===== src/rtl/step_grid_map.sv =====
// Tile grid for a VGA step map: registered pixel-to-tile lookup plus a small
// write/clear engine that updates one 3-bit cell per cycle.
module step_grid_map #(
    parameter int NUM_OF_ROWS = 7,
    parameter int NUM_OF_COLS = 10,
    parameter int TILE_SHIFT  = 6
) (
    input  logic        clk,
    input  logic        resetN,
    input  logic [10:0] pixelX,
    input  logic [10:0] pixelY,
    output logic [10:0] tileTopLeftX,
    output logic [10:0] tileTopLeftY,
    output logic [2:0]  step_type,
    input  logic        wr_req,
    input  logic [2:0]  wr_row,
    input  logic [3:0]  wr_col,
    input  logic [2:0]  wr_type,
    output logic        wr_ack,
    input  logic        clear_req,
    output logic        busy
);

    localparam int CELLS = NUM_OF_ROWS * NUM_OF_COLS;
    localparam int IDX_W = (CELLS > 1) ? $clog2(CELLS) : 1;
    localparam logic [IDX_W-1:0] LAST_IDX = IDX_W'(CELLS - 1);
    localparam logic [IDX_W-1:0] ZERO_IDX = {IDX_W{1'b0}};
    localparam logic [2:0]       FREE     = 3'b000;

    typedef enum logic [1:0] {
        IDLE  = 2'b00,
        WRITE = 2'b01,
        CLEAR = 2'b10
    } state_t;

    state_t           state_r;
    state_t           state_nxt_s;
    logic [IDX_W-1:0] sweep_idx_r;
    logic [IDX_W-1:0] sweep_idx_nxt_s;
    logic [2:0]       cells_r [CELLS];

    logic             mem_we_s;
    logic [IDX_W-1:0] mem_idx_s;
    logic [2:0]       mem_data_s;
    logic             wr_ack_r;
    logic             wr_ack_nxt_s;
    logic             busy_r;
    logic             busy_nxt_s;

    logic             wr_in_range_s;
    logic [IDX_W-1:0] wr_idx_s;

    logic [10:0]      col_s;
    logic [10:0]      row_s;
    logic             in_grid_s;
    logic [IDX_W-1:0] rd_idx_s;

    logic [10:0]      tile_x_r;
    logic [10:0]      tile_y_r;
    logic [2:0]       step_type_r;

    // Decode the requested write cell; out-of-range targets never touch storage
    always_comb begin
        wr_in_range_s = (32'(wr_row) < NUM_OF_ROWS) && (32'(wr_col) < NUM_OF_COLS);
        if (wr_in_range_s) begin
            wr_idx_s = IDX_W'(32'(wr_row) * NUM_OF_COLS + 32'(wr_col));
        end else begin
            wr_idx_s = ZERO_IDX;
        end
    end

    // Control state, sweep index and registered handshake outputs
    always_ff @(posedge clk or negedge resetN) begin
        if (!resetN) begin
            state_r     <= IDLE;
            sweep_idx_r <= ZERO_IDX;
            wr_ack_r    <= 1'b0;
            busy_r      <= 1'b0;
        end else begin
            state_r     <= state_nxt_s;
            sweep_idx_r <= sweep_idx_nxt_s;
            wr_ack_r    <= wr_ack_nxt_s;
            busy_r      <= busy_nxt_s;
        end
    end

    // Next-state logic; clear has priority over a write arriving on the same cycle
    always_comb begin
        state_nxt_s     = state_r;
        sweep_idx_nxt_s = sweep_idx_r;
        mem_we_s        = 1'b0;
        mem_idx_s       = ZERO_IDX;
        mem_data_s      = FREE;
        wr_ack_nxt_s    = 1'b0;
        busy_nxt_s      = busy_r;
        case (state_r)
            IDLE: begin
                if (clear_req) begin
                    state_nxt_s     = CLEAR;
                    sweep_idx_nxt_s = ZERO_IDX;
                    busy_nxt_s      = 1'b1;
                end else if (wr_req) begin
                    state_nxt_s  = WRITE;
                    mem_we_s     = wr_in_range_s;
                    mem_idx_s    = wr_idx_s;
                    mem_data_s   = wr_type;
                    wr_ack_nxt_s = 1'b1;
                end else begin
                    state_nxt_s = IDLE;
                end
            end
            WRITE: begin
                state_nxt_s = IDLE;
            end
            CLEAR: begin
                mem_we_s   = 1'b1;
                mem_idx_s  = sweep_idx_r;
                mem_data_s = FREE;
                if (sweep_idx_r == LAST_IDX) begin
                    state_nxt_s     = IDLE;
                    sweep_idx_nxt_s = ZERO_IDX;
                    busy_nxt_s      = 1'b0;
                end else begin
                    sweep_idx_nxt_s = sweep_idx_r + {{(IDX_W-1){1'b0}}, 1'b1};
                end
            end
            default: begin
                state_nxt_s     = IDLE;
                sweep_idx_nxt_s = ZERO_IDX;
                busy_nxt_s      = 1'b0;
            end
        endcase
    end

    // Cell storage with a single write port shared by writes and the clear sweep
    always_ff @(posedge clk or negedge resetN) begin
        if (!resetN) begin
            for (int i = 0; i < CELLS; i++) begin
                cells_r[i] <= FREE;
            end
        end else if (mem_we_s) begin
            cells_r[mem_idx_s] <= mem_data_s;
        end else begin
            cells_r[mem_idx_s] <= cells_r[mem_idx_s];
        end
    end

    // Pixel to tile decode
    always_comb begin
        col_s     = pixelX >> TILE_SHIFT;
        row_s     = pixelY >> TILE_SHIFT;
        in_grid_s = (32'(col_s) < NUM_OF_COLS) && (32'(row_s) < NUM_OF_ROWS);
        if (in_grid_s) begin
            rd_idx_s = IDX_W'(32'(row_s) * NUM_OF_COLS + 32'(col_s));
        end else begin
            rd_idx_s = ZERO_IDX;
        end
    end

    // Lookup register; reads pre-write contents when a cell is written on the same edge
    always_ff @(posedge clk or negedge resetN) begin
        if (!resetN) begin
            tile_x_r    <= 11'd0;
            tile_y_r    <= 11'd0;
            step_type_r <= FREE;
        end else if (in_grid_s) begin
            tile_x_r    <= col_s << TILE_SHIFT;
            tile_y_r    <= row_s << TILE_SHIFT;
            step_type_r <= cells_r[rd_idx_s];
        end else begin
            tile_x_r    <= 11'd0;
            tile_y_r    <= 11'd0;
            step_type_r <= FREE;
        end
    end

    assign tileTopLeftX = tile_x_r;
    assign tileTopLeftY = tile_y_r;
    assign step_type    = step_type_r;
    assign wr_ack       = wr_ack_r;
    assign busy         = busy_r;

endmodule

===== config.mk =====
export PLATFORM = sky130hd
export DESIGN_NAME = step_grid_map
export DESIGN_NICKNAME = d
export VERILOG_FILES = /design/src/rtl/step_grid_map.sv
export SDC_FILE = /design/constraint.sdc
export NUM_CORES = 1
export LEC_CHECK = 0
export ABC_CLOCK_PERIOD_IN_PS = 5520
export CAP_MARGIN = 20
export CORE_ASPECT_RATIO = 0.9
export CORE_MARGIN = 2
export CORE_UTILIZATION = 65
export DETAILED_ROUTE_END_ITERATION = 8
export HOLD_SLACK_MARGIN = 0.02
export PLACE_DENSITY = 0.95
export SLEW_MARGIN = 20
export SYNTH_ARGS = -nofsm -noshare
export SYNTH_HDL_FRONTEND = slang
export SYNTH_SLANG_ARGS = --single-unit

===== constraint.sdc =====
create_clock -name clk -period 5.52 [get_ports clk]
set_input_delay 0.552 -clock clk [delete_from_list [all_inputs] [get_ports clk]]
set_output_delay 0.552 -clock clk [all_outputs]
set_load 0.1 [all_outputs]

# Word level (Yosys, flattened, before mapping)
# Cells that the tools add are included.
# classes
n_lt_le_gt_ge	7
n_eq_ne	5
add_sub_neg	3
n_bitwise	3
reduce_logical	6
multipliers	2
mux	38
# op_table
operator	count
$bwmux W210	2
$mux W210	1
$bmux W3 S7	2
$mux W7	6
$mux W3	9
$mux W11	2
$demux W3 S7	1
$pmux W7 S3	1
$ge A8 B8 Y1 const B	2
$not A7 Y8	2
$pmux W7 S2	1
$lt A8 B1 Y1 const B	1
$mux W1	8
$add A7 B1 Y7 const B	1
$add A7 B4 Y7	1
$add A7 B5 Y7	1
$eq A7 B7 Y1 const B	1
$mul A3 B3 Y6 const B	1
$mul A5 B3 Y6 const B	1
$lt A5 B3 Y1 const B	1
$lt A5 B4 Y1 const B	1
$lt A4 B4 Y1 const B	1
$mux W2	2
$ne A2 B2 Y1 const B	2
11 further kinds	13
# totals
out_inout_bits	27
register_bits	246
wordCells	141

# Longest topological paths before layout
# Gate-level depths: netlist of run 1.
# logic_depth
ltp_word	13
depth_mapped	11

# Worst setup path after synthesis of run 1
# Ideal clock, no wire load.
# synth_path
path_kind	input -> register
from	in pixelX[7]
to	reg step_type_r[2], in the netlist step_type[2]
n_path_buf	2
arrival_time_ps	3136
path_stages	11
setup_time_ps	132
setup_slack_ps	2252
cell_sequence	ha_1 > fa_1 > inv_1 > nor4_1 > clkbuf_1 > buf_2 > mux4_2 > a22oi_1 > nor2_1 > a211oi_1 > o21ai_0
# synth_via
elab_chain_len	8
# synth_rtl
element	line	text
start: declaration	10	input logic [10:0] pixelX,
parallel branches: the longest is 7 deep, another holds $add A7 B5 Y7	--	
$mux W3 *	166	end else if (in_grid_s) begin
end signal: assignment	169	step_type_r <= cells_r[rd_idx_s];
end: declaration	60	logic [2:0] step_type_r;
# Mark *: on every way between the ends. The select of a mux whose other input is x is not followed.
# A chain may end at the register's enable or synchronous reset.

# Worst setup path in the final report of run 1
# layout_path
from	reg state_r[0]
to	reg cells_r[182] (netlist bit)
# layout_via
elab_chain_len	9
# layout_rtl
element	line	text
start: declaration	36	state_t state_r;
start signal: assignment	80	state_r <= state_nxt_s;
$eq A2 B2 Y1 or $logic_not A2 Y1 (tied branches)	96	case (state_r)
$pmux W7 S2	96	
$not A7 Y8 (not written as such)	142, 144	
$ge A8 B8 Y1 (not written as such) or $lt A8 B1 Y1 (tied branches)	142, 144	
$logic_and A1 B1 Y1 (not written as such)	142, 144	
$mux W3 (not written as such)	142, 144	
$demux W3 S7	142, 144	
$bwmux W210 (on tied branches)	144, 142	
$mux W210 *	141	end else if (mem_we_s) begin
end signal: indexed assignment	142	cells_r[mem_idx_s] <= mem_data_s;
end signal: indexed assignment	144	cells_r[mem_idx_s] <= cells_r[mem_idx_s];
end: declaration	40	logic [2:0] cells_r [CELLS];
# Every way passes the cells marked *; elsewhere a longest branch is shown, timed or not. The select of a mux whose other input is x is not followed.

==> results of run 1 <==
-- worst reg2reg max path, delay by kind of cell, from the launching register on --
family           cells  cell delay [ns]
multiplexers         1             0.35
AO/OA/AOI/OAI        2             0.67
AND/OR/NAND/NOR      4             2.25
flip-flops           1             0.56
-- Yosys cell counts (6+ instances only) --
library cell  number  area share [%]
nor3_1             7            0.28
mux2_1             6            0.55
o22ai_1            7            0.36
dfrtp_1          234              48
a21oi_1           55             2.2
o41a_1             7            0.64
buf_4             12            0.73
nor2b_1            7            0.36
inv_1             25            0.76
a21o_1             7            0.43
nor4_1             7            0.36
ha_1              16             1.6
o21ai_0           56             2.3
mux2i_1           42             3.4
nor2_4             7            0.64
nand4_1           13            0.66
and3_1             7            0.36
a211oi_1          14            0.85
buf_1             10            0.30
nand2_1           90             2.7
a22oi_1           11            0.67
mux4_2            11             2.0
mux2_2           184              17
a31oi_1            6            0.30
a221oi_1          10            0.71
nor2_1            44             1.3
o211ai_1           7            0.43
a221o_1            6            0.49
and2_1            14            0.71
nand3_1           19            0.77
clkbuf_1          48             1.5
-- final timing paths --
check / from / to / slack [ns]
setup / recovery: state_r[0] / cells_r[182] / 1.58
hold / removal: resetN / tileTopLeftY[9] / 0.06
setup reg to reg: state_r[0] / cells_r[182] / 1.58
hold reg to reg: cells_r[38] / cells_r[38] / 0.50
max in group asynchronous: resetN / cells_r[87] / 4.31
min in group clk: cells_r[38] / cells_r[38] / 0.50
-- through the flow --
step / hold WS [ns] / total power (µW) / setup slack, ns / cells / instance area [µm²]
2_1_floorplan: 0.256 / 3280 / 2.25 / 1099 / 12400
3_3_place_gp: 0.468 / 3740 / 1.36 / 1328 / 12900
3_5_place_dp: 0.480 / 3830 / 1.24 / 1328 / 12900
4_1_cts: 0.111 / 5340 / 1.69 / 1365 / 13600
5_1_grt: 0.128 / 5600 / 1.50 / 1365 / 13600
6_report: 0.0643 / 5410 / 1.58 / 1365 / 13600
-- routing by layer --
metal	part of all wire (%)	global-route usage, %
met2	44	54.1
met5	0	0
met3	12	8.99
met4	6.5	18.9
met1	37	46.9
-- flip-flops by register name, summed over array words and instances, names as in the netlist --
| name | count |
|---|---|
| cells_r | 210 |
| busy | 1 |
| wr_ack | 1 |
| step_type | 3 |
| sweep_idx_r | 7 |
| tileTopLeftX | 5 |
| tileTopLeftY | 5 |
| state_r | 2 |
-- power by group --
group	internal (µW)	switching, µW	leakage [µW]
Combinational	573	1130	0.00271
Sequential	1990	197	0.00317
Clock	871	650	0.000349
Total	3440	1980	0.00623
-- kinds of logic after synthesis --
| kind of cell | count (synthesis) |
|---|---|
| buffers and inverters | 104 |
| AND/OR/NAND/NOR | 239 |
| XOR/XNOR | 10 |
| other | 1 |
| multiplexers | 243 |
| adder cells (fa/ha/maj) | 19 |
| AO/OA/AOI/OAI | 235 |
| flip-flops | 234 |
-- placed cells by master, fill, tap and decap left out, types with 11 or more instances in the layout --
| master | count |
|---|---|
| o21ai_0 | 56 |
| inv_1 | 25 |
| nand4_1 | 13 |
| mux2_2 | 184 |
| clkdlybuf4s50_1 | 36 |
| mux4_2 | 11 |
| nand3_1 | 19 |
| nor2_1 | 44 |
| dfrtp_1 | 234 |
| a21oi_1 | 55 |
| buf_4 | 21 |
| a22oi_1 | 11 |
| clkbuf_16 | 25 |
| nand2_1 | 90 |
| and2_1 | 14 |
| a211oi_1 | 14 |
| conb_1 | 15 |
| mux2i_1 | 42 |
| ha_1 | 16 |
-- layout make-up --
class / count / share of cell area, %
clock buffers: 36 / 5.18
clock inverters: 1 / 0.0367
inverters: 27 / 0.743
multi-input cells: 761 / 44.6
flip-flops and latches: 234 / 42.9
well taps: 245 / 2.25
repair buffers: 61 / 4.24
==> reports/results.ini, run 1 <==
[finish]
drive_gt1_share_pct = 24.8
seq_area_um2 = 5860
antennaDiodeCount = 0
area_growth_pct = 10.7
num-nets-final = 1164
multi_input_area_um2 = 6080
fin_util_pct = 73.8
num-fill-cells = 1151

[critical_path]
path_cells = or4b_1 -> nor3_4 -> o21ai_1 -> a21oi_1 -> or4_1 -> nor2_4 -> mux2_1
required_ns = 5.93
slowest_delay_ns = 0.86
slowest_stage = or4_1
critPathArrivalTime_ns = 4.34
path_depth = 7
worstSetupEndpointType = flop
path_max_fanout = 15
critPathTopFamily = simple AND/OR/NAND/NOR gates
crit_buf_inv = 0
reg2reg_depth = 7
path_class = flop to flop
start_kind = flop

[floorplan]
num_rows = 47
io_pins = 63
die_h_um = 135
core-area_um2 = 18500
dieWidth_um = 149
initial_core_util_pct = 66.7
dieArea_um2 = 20100

[route]
antenna_left = 0
dr_total_vias = 9774
drt_first_pass_iters = 7
vias_per_cell = 7.16
route.detailed.drc = 0
wire_per_inst_um = 25.2
routed_wl_mm = 34.4
drt_iter0_drc = 1072

[synthesis]
ys_warn_count = 0
ys.flop_type = dfrtp_1
yosys.area_share.adder_pct = 2.11
synth_area_um2 = 12300
syn_inst = 1085
yosysUniqueCellTypes = 74
synth_compound_area_share_pct = 13.0
synth_edf_count = 0
syn_area_per_cell_um2 = 11.4
synth-xor-area-share_pct = 0.711
synth.yosys.seq_area_share_pct = 47.5
synth-async-reset-ratio_pct = 100
ys_ff_latch = 234
synth_top_family_by_area = multiplexers
muxShareOfSynthArea_pct = 22.8
yosys.area_share.simple_pct = 10.2

[clock_tree]
clkTransAtPathRegs_ns = 0.06
cts_buffers = 24
clk-insertion-delay-late_ns = 0.52
clockBufferDepth = 3
postCtsSetupBuffers = 0
cts_hold_buf = 0
htree_levels = 1
cts-root-buf = clkbuf_16
cts_resized = 0
cts_tree = done
cts_sinks = 234

[sta]
fin_setup_tns_ns = 0
relSlewSlack_pct = 27.7
min_period_over_period_pct = 71.3
tightest_slew_ns = 1.08
hold_viol = 0
clock_skew_ns = 0.0105
rsz0062_at_grt = no
setup_viol = 0
fmax_mhz = 254
layout_min_cycle_time_ns = 3.94
maxSlewViolCount = 0

[placed_design]
port_buffers = 38
dp_hpwl_mm = 22.3
place_congestion = 0.950

[grt]
grt_pass1_vias = 9912
antenna_found_initial = 0
grt_pass1_wl_mm = 54.9
grt_max_degree = 128
grt_usage_pct = 35.4
grt-ovfl-total = 0

[power_and_ir_drop]
power_density_nw_per_um2 = 397
ir_worst_vdd_mv = 0.277
total_leakage_power_uw = 0.00623

[run]
drv_cap = 0

[worst_hold_path]
hold_class = input pin to asynchronous set/reset pin

[status]
status = finished clean

Power figures use the tool's default switching activity.
==> run 2, diff against run 1 <==
--- a/config.mk
+++ b/config.mk
@@ -5,14 +5,14 @@
 export SDC_FILE = /design/constraint.sdc
 export NUM_CORES = 1
 export LEC_CHECK = 0
-export ABC_CLOCK_PERIOD_IN_PS = 5520
+export ABC_CLOCK_PERIOD_IN_PS = 3550
 export CAP_MARGIN = 20
 export CORE_ASPECT_RATIO = 0.9
 export CORE_MARGIN = 2
-export CORE_UTILIZATION = 65
+export CORE_UTILIZATION = 55
 export DETAILED_ROUTE_END_ITERATION = 8
 export HOLD_SLACK_MARGIN = 0.02
-export PLACE_DENSITY = 0.95
+export PLACE_DENSITY = 0.88
 export SLEW_MARGIN = 20
 export SYNTH_ARGS = -nofsm -noshare
 export SYNTH_HDL_FRONTEND = slang
==> constraint.sdc (replaced) <==
create_clock -name clk -period 3.55 [get_ports clk]
set_input_delay 0.355 -clock clk [delete_from_list [all_inputs] [get_ports clk]]
set_output_delay 0.355 -clock clk [all_outputs]
set_load 0.1 [all_outputs]
==> run 2 against run 1 <==
Combinational power increased by 67%. Critical path depth increased by 5. Non-clock buffer count increased by 70. Final cell count increased by 9.2%. Worst setup slack got worse by 1.2 ns. Die area increased by 18%. Design area increased by 5.9%. Sequential share of layout area decreased by 2.4 points. Register-to-register slack got worse by 1.1 ns. Clock skew increased by 0.0022 ns. Via count increased by 0.98%. Sequential power increased by 55%. Largest power group unchanged.
==> reports/results.ini, run 2 (synthesized netlist as in run 1, its figures left out) <==
[finish]
largest_reg_flops = 210
area_growth_pct = 17.2
regMostFlops = cells_r
mostFrequentLayoutCells = 234 x dfrtp_1, 184 x mux2_2, 90 x nand2_1, 86 x buf_4, 56 x o21ai_0
top_regs = cells_r x210, sweep_idx_r x7
num-nets-final = 1235
drive_gt1_share_pct = 29.9
fin_util_pct = 66.2
final_cell_area_um2 = 14400
final_common_cell = dfrtp_1
antennaDiodeCount = 0

[clock_tree]
clkTransAtPathRegs_ns = 0.06
clockBufferDepth = 3
cts_resized = 0
cts_sinks = 234
cts_tree = done
htree_levels = 1
cts-root-buf = clkbuf_16
cts_buffers = 25
clk-insertion-delay-late_ns = 0.53

[sta]
min_period_over_period_pct = 90.4
layout_min_cycle_time_ns = 3.21
tightest_slew_ns = 0.998
setup_viol = 0
maxSlewViolCount = 0
hold_viol = 0
rsz0062_at_grt = no
fmax_mhz = 312
clock_skew_ns = 0.0127
relSlewSlack_pct = 33.2

[floorplan]
initial_core_util_pct = 56.5
die_h_um = 146
core-area_um2 = 21800
num_rows = 51
dieWidth_um = 162
dieArea_um2 = 23600
io_pins = 63

[route]
antenna_left = 0
dr_total_vias = 9870
routed_wl_mm = 35.5
vias_per_cell = 6.62
drt_first_pass_iters = 6
wire_per_inst_um = 23.8
route.detailed.drc = 0
drt_iter0_drc = 1340

[critical_path]
cp_common_cell = buf_4
reg2reg_depth = 8
start_kind = input pin
path_cells = clkdlybuf4s50_1 -> ha_1 -> fa_1 -> inv_1 -> nor4_2 -> buf_4 -> buf_4 -> mux4_2 -> a22oi_1 -> nor2_1 -> a211oi_1 -> o21ai_0
slowest_stage = fa_1
path_depth = 12
worstSetupEndpointType = flop
critPathArrivalTime_ns = 3.60
crit_buf_inv = 4
reg2reg_from = state_r[0]
path_class = input pin to flop
r2r-end = cells_r[60]
critPathTopFamily = buffers and inverters
required_ns = 3.95
slowest_delay_ns = 0.51
ff2ff_setup_slack_ns = 0.48
path_max_fanout = 6

[grt]
top_usage_layer = met2
grt_pass1_wl_mm = 56.5
use_met3_pct = 7.55
grt_pass1_vias = 10200
grt_max_degree = 125
antenna_found_initial = 0
grt-ovfl-total = 0
grt_usage_pct = 30.4
grtUsageMet1_pct = 40.1
gr-usage-met2_pct = 47.9

[placed_design]
port_buffers = 38
dp_hpwl_mm = 23.5
post_dp_cell_area_um2 = 13500
place_congestion = 0.972

[power_and_ir_drop]
power_density_nw_per_um2 = 625
total_leakage_power_uw = 0.00667
ir_worst_vdd_mv = 0.481

[run]
drv_cap = 0

[status]
status = finished clean

[worst_hold_path]
hold_class = input pin to asynchronous set/reset pin

==> run 2: cell count changes in the layout (fill, tap and decap cells not counted), sizes merged <==
cell / delta
buf: +69
bufinv: +4
clkinv: +4
clkbuf: -1
clkinvlp: +1
dlygate4sd3: +1
inv: +1
==> run 2: metal layers <==
layer  part of all wire (%)  up-vias
met2                     46      626
met5                      0        -
met3                     10      171
li1                       -     4183
met4                    5.1        0
met1                     38     4890
==> run 2: cell type report <==
type                    count  area [µm²]
clock buffers              35         723
multi-input cells         761        6080
flip-flops and latches    234        5860
clock inverters            11         161
well taps                 291         364
inverters                  27         101
repair buffers            131        1160
fillers                  1508        7380
==> run 2: repair_timing <==
action / in CTS / in global routing
hold buffers: 1 / 0
endpoints found under the hold margin: 108 / 0
setup buffers: 0 / 0
==> run 2: how the worst max path moves through the flow <==
| stage | slack, ns | endpoint | start |
|---|---|---|---|
| after floorplan | 0.48 | step_type[2] | pixelX[7] |
| after global placement | -0.002 | step_type[2] | pixelX[7] |
| after detailed placement | -0.06 | cells_r[171] | wr_row[0] |
| after CTS | 0.47 | cells_r[171] | wr_row[0] |
| after global routing | 0.09 | step_type[1] | pixelX[7] |
| final | 0.34 | step_type[2] | pixelX[7] |
==> run 2: per-stage QoR <==
| stage | setup WS [ns] | setup TNS [ns] | hold WS [ns] | power [µW] | std cells |
|---|---|---|---|---|---|
| 2_1_floorplan | 0.479 | 0 | 0.0594 | 5090 | 1099 |
| 3_3_place_gp | -0.00183 | -0.00183 | 0.478 | 6020 | 1443 |
| 3_5_place_dp | -0.0585 | -0.242 | 0.485 | 6140 | 1443 |
| 4_1_cts | 0.465 | 0 | 0.499 | 8950 | 1490 |
| 5_1_grt | 0.0901 | 0 | 0.504 | 9350 | 1490 |
| 6_report | 0.342 | 0 | 0.500 | 9020 | 1490 |
==> run 2: power breakdown <==
part / internal [µW] / switching, µW / total [µW]
combinational: 1040 / 1800 / 2840
sequential: 3100 / 296 / 3390
clock: 1710 / 1080 / 2790
